`config.mk`:
```
export PLATFORM = sky130hd
export DESIGN_NAME = monitor_motor
export DESIGN_NICKNAME = d
export VERILOG_FILES = /design/src/rtl/monitor_motor.sv
export SDC_FILE = /design/constraint.sdc
export NUM_CORES = 1
export LEC_CHECK = 0
export BUFFER_PORTS_ARGS = -buffer_cell sky130_fd_sc_hd__buf_4
export CAP_MARGIN = 30
export CORE_MARGIN = 2
export CORE_UTILIZATION = 27
export CTS_CLUSTER_DIAMETER = 30
export DETAILED_ROUTE_END_ITERATION = 16
export PLACE_DENSITY = 0.44
export SKIP_LAST_GASP = 1
export SLEW_MARGIN = 25
export SYNTH_ARGS = -nofsm -noshare
export SYNTH_HDL_FRONTEND = slang
export SYNTH_SLANG_ARGS = --single-unit
export TNS_END_PERCENT = 1
```
`constraint.sdc`:
```
create_clock -name CLK -period 2.25 [get_ports CLK]
set_input_delay 0.45 -clock CLK [delete_from_list [all_inputs] [get_ports CLK]]
set_output_delay 0.45 -clock CLK [all_outputs]
set_load 0.02 [all_outputs]
```
`src/rtl/monitor_motor.sv`:
```
// ============================================================================
// Module   : monitor_motor
// Purpose  : Watches the motor-controller code, times the GAS/ELECTRICO phase
//            and issues a held trip report. Optional macro: MONITOR_WATCHDOG_EN.
// Revision : 1.0 - initial release
// ============================================================================
`default_nettype none

module monitor_motor #(
   parameter int LIMITE_GAS   = 15,
   parameter int LIMITE_ELEC  = 20,
   parameter int WATCHDOG_MAX = 40
) (
   input  logic       CLK,
   input  logic       REINICIO,
   input  logic       MOTOR1,
   input  logic       MOTOR2,
   input  logic       REPORTE_ACK,
   output logic [1:0] MODO_ACTUAL,
   output logic [5:0] CICLOS,
   output logic       REPORTE_VALIDO,
   output logic       REPORTE_MODO,
   output logic       REPORTE_OK,
   output logic       ERROR
);

   localparam logic [1:0] CODE_INICIO = 2'b00;
   localparam logic [1:0] CODE_GAS    = 2'b01;
   localparam logic [1:0] CODE_ELEC   = 2'b10;
   localparam logic [1:0] CODE_FIN    = 2'b11;
   localparam logic [5:0] LIM_GAS     = 6'(LIMITE_GAS);
   localparam logic [5:0] LIM_ELEC    = 6'(LIMITE_ELEC);

   typedef enum logic [2:0] {
      ESPERA    = 3'd0,
      GAS       = 3'd1,
      ELECTRICO = 3'd2,
      FIN       = 3'd3,
      FALLA     = 3'd4
   } state_t;

   state_t     state, state_nx;
   logic [1:0] code;
   logic [5:0] ciclos_inc;
   logic [1:0] modo_nx;
   logic [5:0] ciclos_nx;
   logic       valido_nx, rmodo_nx, ok_nx, error_nx;
   logic       phase_timeout;

   assign code       = {MOTOR1, MOTOR2};
   assign ciclos_inc = (CICLOS == 6'd63) ? CICLOS : CICLOS + 6'd1;

`ifdef MONITOR_WATCHDOG_EN
   localparam logic [5:0] WD_MAX = 6'(WATCHDOG_MAX);
   assign phase_timeout = (ciclos_inc >= WD_MAX);
`else
   logic unused_watchdog;
   assign unused_watchdog = (WATCHDOG_MAX != 0);
   assign phase_timeout   = 1'b0;
`endif

   always_ff @(posedge CLK or posedge REINICIO) begin
      if (REINICIO) begin
         state          <= ESPERA;
         MODO_ACTUAL    <= 2'b00;
         CICLOS         <= 6'd0;
         REPORTE_VALIDO <= 1'b0;
         REPORTE_MODO   <= 1'b0;
         REPORTE_OK     <= 1'b0;
         ERROR          <= 1'b0;
      end else begin
         state          <= state_nx;
         MODO_ACTUAL    <= modo_nx;
         CICLOS         <= ciclos_nx;
         REPORTE_VALIDO <= valido_nx;
         REPORTE_MODO   <= rmodo_nx;
         REPORTE_OK     <= ok_nx;
         ERROR          <= error_nx;
      end
   end

   always_comb begin
      state_nx  = state;
      modo_nx   = MODO_ACTUAL;
      ciclos_nx = CICLOS;
      valido_nx = REPORTE_VALIDO & ~REPORTE_ACK;
      rmodo_nx  = REPORTE_MODO;
      ok_nx     = REPORTE_OK;
      error_nx  = ERROR;

      case (state)
         ESPERA: begin
            case (code)
               CODE_INICIO: ;
               CODE_GAS: begin
                  state_nx  = GAS;
                  modo_nx   = 2'b01;
                  ciclos_nx = ciclos_inc;
               end
               CODE_ELEC: begin
                  state_nx  = ELECTRICO;
                  modo_nx   = 2'b10;
                  ciclos_nx = ciclos_inc;
               end
               default: state_nx = FALLA;
            endcase
         end
         GAS: begin
            if (code == CODE_GAS) begin
               ciclos_nx = ciclos_inc;
               if (phase_timeout) state_nx = FALLA;
            end else if (code == CODE_FIN) begin
               state_nx  = FIN;
               modo_nx   = 2'b11;
               valido_nx = 1'b1;
               rmodo_nx  = 1'b0;
               ok_nx     = (CICLOS == LIM_GAS);
            end else begin
               state_nx = FALLA;
            end
         end
         ELECTRICO: begin
            if (code == CODE_ELEC) begin
               ciclos_nx = ciclos_inc;
               if (phase_timeout) state_nx = FALLA;
            end else if (code == CODE_FIN) begin
               state_nx  = FIN;
               modo_nx   = 2'b11;
               valido_nx = 1'b1;
               rmodo_nx  = 1'b1;
               ok_nx     = (CICLOS == LIM_ELEC);
            end else begin
               state_nx = FALLA;
            end
         end
         FIN: begin
            if (code != CODE_FIN) state_nx = FALLA;
         end
         FALLA:   state_nx = FALLA;
         default: state_nx = FALLA;
      endcase

      // Any path into FALLA latches the error and withdraws a pending report.
      if (state_nx == FALLA) begin
         error_nx  = 1'b1;
         valido_nx = 1'b0;
      end
   end

endmodule

`default_nettype wire
```
==> flow_metrics.py <==
metrics = {
    "status": {
        "status": "completed",
    },
    "synthesis": {
        "seq_area_frac_synth": 0.416,
        "muxShareOfSynthArea": 0.0291,
        "postSynthNetCount": 92,
        "yosys_register_bits": 15,
        "synth_cell_types": 40,
        "ys_warn_count": 0,
        "yosys.area_share.adder": 0.0693,
        "synth_edf_count": 0,
        "synthXorXnorAreaFrac": 0.0485,
        "synthSimpleGateAreaFrac": 0.198,
        "syn_area_per_cell_um2": 11.0,
        "synth-compound-area-share": 0.194,
        "synth_top_family_by_area": "simple AND/OR/NAND/NOR gates",
        "async_reset_ff_frac": 1.00,
        "synthFlopType": "dfrtp_1",
        "syn_inst": 82,
        "syn_area_um2": 903,
    },
    "grt": {
        "grt-ovfl-total": 0,
        "grt_max_degree": 17,
        "antenna_found_initial": 0,
        "grt_pass1_vias": 679,
        "grt_pass1_wl_mm": 3.11,
        "gr-usage-all-layers": 0.112,
    },
    "detailed_routing": {
        "dr_wl_met2_um": 814,
        "vias_per_cell": 4.80,
        "wl_met3_um": 60,
        "dr.pass1.iters": 4,
        "wl_per_cell_um": 12.3,
        "drc": 0,
        "drtIter0Drc": 16,
        "routed_wl_mm": 1.80,
        "m1WireLength_um": 907,
        "ant_nets": 0,
        "num_vias": 701,
        "highest_layer": "met4",
    },
    "die": {
        "fp.dieH_um": 61.8,
        "ioPinCount": 17,
        "die_area_um2": 3820,
        "coreArea_um2": 3280,
        "num_rows": 21,
        "die_x_um": 61.8,
        "initial_core_util": 0.275,
    },
    "timing": {
        "fin_setup_tns_ps": 0,
        "setup_viol": 0,
        "layout_min_cycle_time_ps": 1860,
        "timing.fmax_mhz": 538,
        "worst_hold_slack_ps": 223,
        "period_share": 0.826,
        "finalHoldViolations": 0,
        "grt_setup_unrepaired": "no",
        "finClkSkew_ps": 13.5,
        "drv_slew": 0,
        "maxSlewHeadroom": 0.596,
        "tightest_slew_ps": 605,
    },
    "setup_path": {
        "reg2reg_slack_ps": 390,
        "start_kind": "flop",
        "cp_top_family": "flip-flops",
        "worstSetupEndpointType": "flop",
        "worst-path-max-fanout": 16,
        "slowest_delay_ps": 640,
        "path_buf_inv": 0,
        "slowest_stage": "dfrtp_1",
        "worstPathRequired_ps": 2420,
        "path_class": "reg2reg",
        "worstPathCellList": "or4b_1, o31ai_2, a311oi_4, mux2_4",
        "arrival_ps": 2030,
    },
    "min_path": {
        "hp-class": "in2async",
    },
    "placement": {
        "port_buffers": 16,
        "place_hpwl_mm": 1.36,
        "place_inst": 142,
        "place_congestion": 0.693,
    },
    "final_layout": {
        "nets": 111,
        "fillers": 363,
        "syn_to_final_growth_pct": 21.5,
        "diodes": 0,
        "final_core_util": 0.334,
        "drive_gt1_frac": 0.280,
        "fin_cells": 146,
    },
    "clocking": {
        "cts.path.max_buffers": 2,
        "cts_setup_buffers": 0,
        "cts_buffers": 3,
        "cts_tree": "yes",
        "clockRootBuffer": "clkbuf_4",
        "htree_levels": 1,
        "postCtsHoldBufs": 0,
        "cts_resized": 0,
        "clock_latency_ps": 290,
        "clk_pin_slew_ps": 100,
        "numClockSinks": 15,
    },
    "pwr": {
        "p_per_area_nw_per_um2": 655,
        "clkPwrFrac": 0.218,
        "p_sw_frac": 0.346,
        "p_seq_frac": 0.500,
        "power_mw": 0.719,
        "switchingPower_mw": 0.249,
        "comb_power_share": 0.282,
        "internal_power_mw": 0.471,
        "ir_drop_v": 0.000335,
        "p_leak_nw": 0.490,
    },
    "job": {
        "cap_violations": 0,
    },
}
==> metal layers <==
metal,vias up,global-route usage
met5,-,0
met4,0,0.0638
met3,2,0.0186
met2,11,0.170
met1,345,0.152
li1,343,-
==> power groups by stage <==
stage               clock network [mW]  registers (mW)  logic, mW
finish                           0.156           0.360      0.203
global route                     0.175           0.368      0.223
CTS                              0.163           0.359      0.207
detailed placement                   0           0.361      0.206
global placement                     0           0.363      0.205
floorplan                            0           0.399     0.0767
==> stage by stage <==
step                      worst slack, ps  cell area [um2]
final                                 391             1100
after global routing                  274             1100
after CTS                             380             1100
after detailed placement              186             1070
after global placement                163             1070
after floorplan                       410              903
==> synthesized netlist by cell type, types with 2 or more instances <==
library cell | count | area, um2
nor2_1 | 3 | 11.3
a21oi_1 | 3 | 15.0
nand4_1 | 3 | 18.8
dfrtp_1 | 15 | 375
or4b_1 | 2 | 20.0
nand2_1 | 2 | 7.51
ha_1 | 5 | 62.6
buf_4 | 2 | 15.0
and3_1 | 2 | 12.5
nand4b_1 | 2 | 17.5
o22a_1 | 2 | 17.5
nand2b_1 | 3 | 18.8
xnor2_1 | 4 | 35.0
a211oi_1 | 2 | 15.0
nor2b_1 | 3 | 18.8
inv_1 | 5 | 18.8
==> sequential cells by signal (all words and copies together) (netlist names) <==
name and cells:
state 3, ERROR 1, REPORTE_MODO 1, REPORTE_VALIDO 1, CICLOS 6, REPORTE_OK 1
MODO_ACTUAL 2
==> cell usage in the layout (no fill, tap or decap), types with 3 or more instances in the layout <==
cell      Yosys  routed
nand4_1       3       3
buf_4         2      17
inv_1         5       5
a21oi_1       3       3
clkbuf_4      0       3
ha_1          5       5
nor2b_1       3       3
dfrtp_1      15      15
nor2_1        3       3
nand2b_1      3       3
xnor2_1       4       4
==> area by class of cell <==
| class | instances | area [um2] | share of cell area |
|---|---|---|---|
| clock buffers | 3 | 22.5 | 0.0205 |
| clock inverters | 1 | 5.00 | 0.00456 |
| inverters | 6 | 22.5 | 0.0205 |
| multi-input cells | 58 | 487 | 0.444 |
| flip-flops and latches | 15 | 375 | 0.342 |
| well taps | 46 | 57.6 | 0.0525 |
| repair buffers | 17 | 128 | 0.116 |
==> worst paths after layout <==
path	start	cells past startpoint	endpoint
hold / removal	REINICIO	2	REPORTE_OK$_DFFE_PP0P_
setup reg to reg	state[1]$_DFF_PP0_	4	CICLOS[1]$_DFFE_PP0P_
max in group asynchronous	REINICIO	2	MODO_ACTUAL[0]$_DFFE_PP0P_
setup / recovery	state[1]$_DFF_PP0_	4	CICLOS[1]$_DFFE_PP0P_
min in group CLK	REPORTE_ACK	3	REPORTE_VALIDO$_DFF_PP0_
hold reg to reg	ERROR$_DFFE_PP0N_	1	ERROR$_DFFE_PP0N_
==> kinds of logic (layout without fill, tap and decap cells) <==
kind of cell,after synthesis,count (layout)
adder cells (fa/ha/maj),5,5
AO/OA/AOI/OAI,19,19
buffers and inverters,9,27
multiplexers,2,2
XOR/XNOR,5,5
flip-flops,15,15
AND/OR/NAND/NOR,27,27
Note: power is estimated with default switching activity, not from simulation.
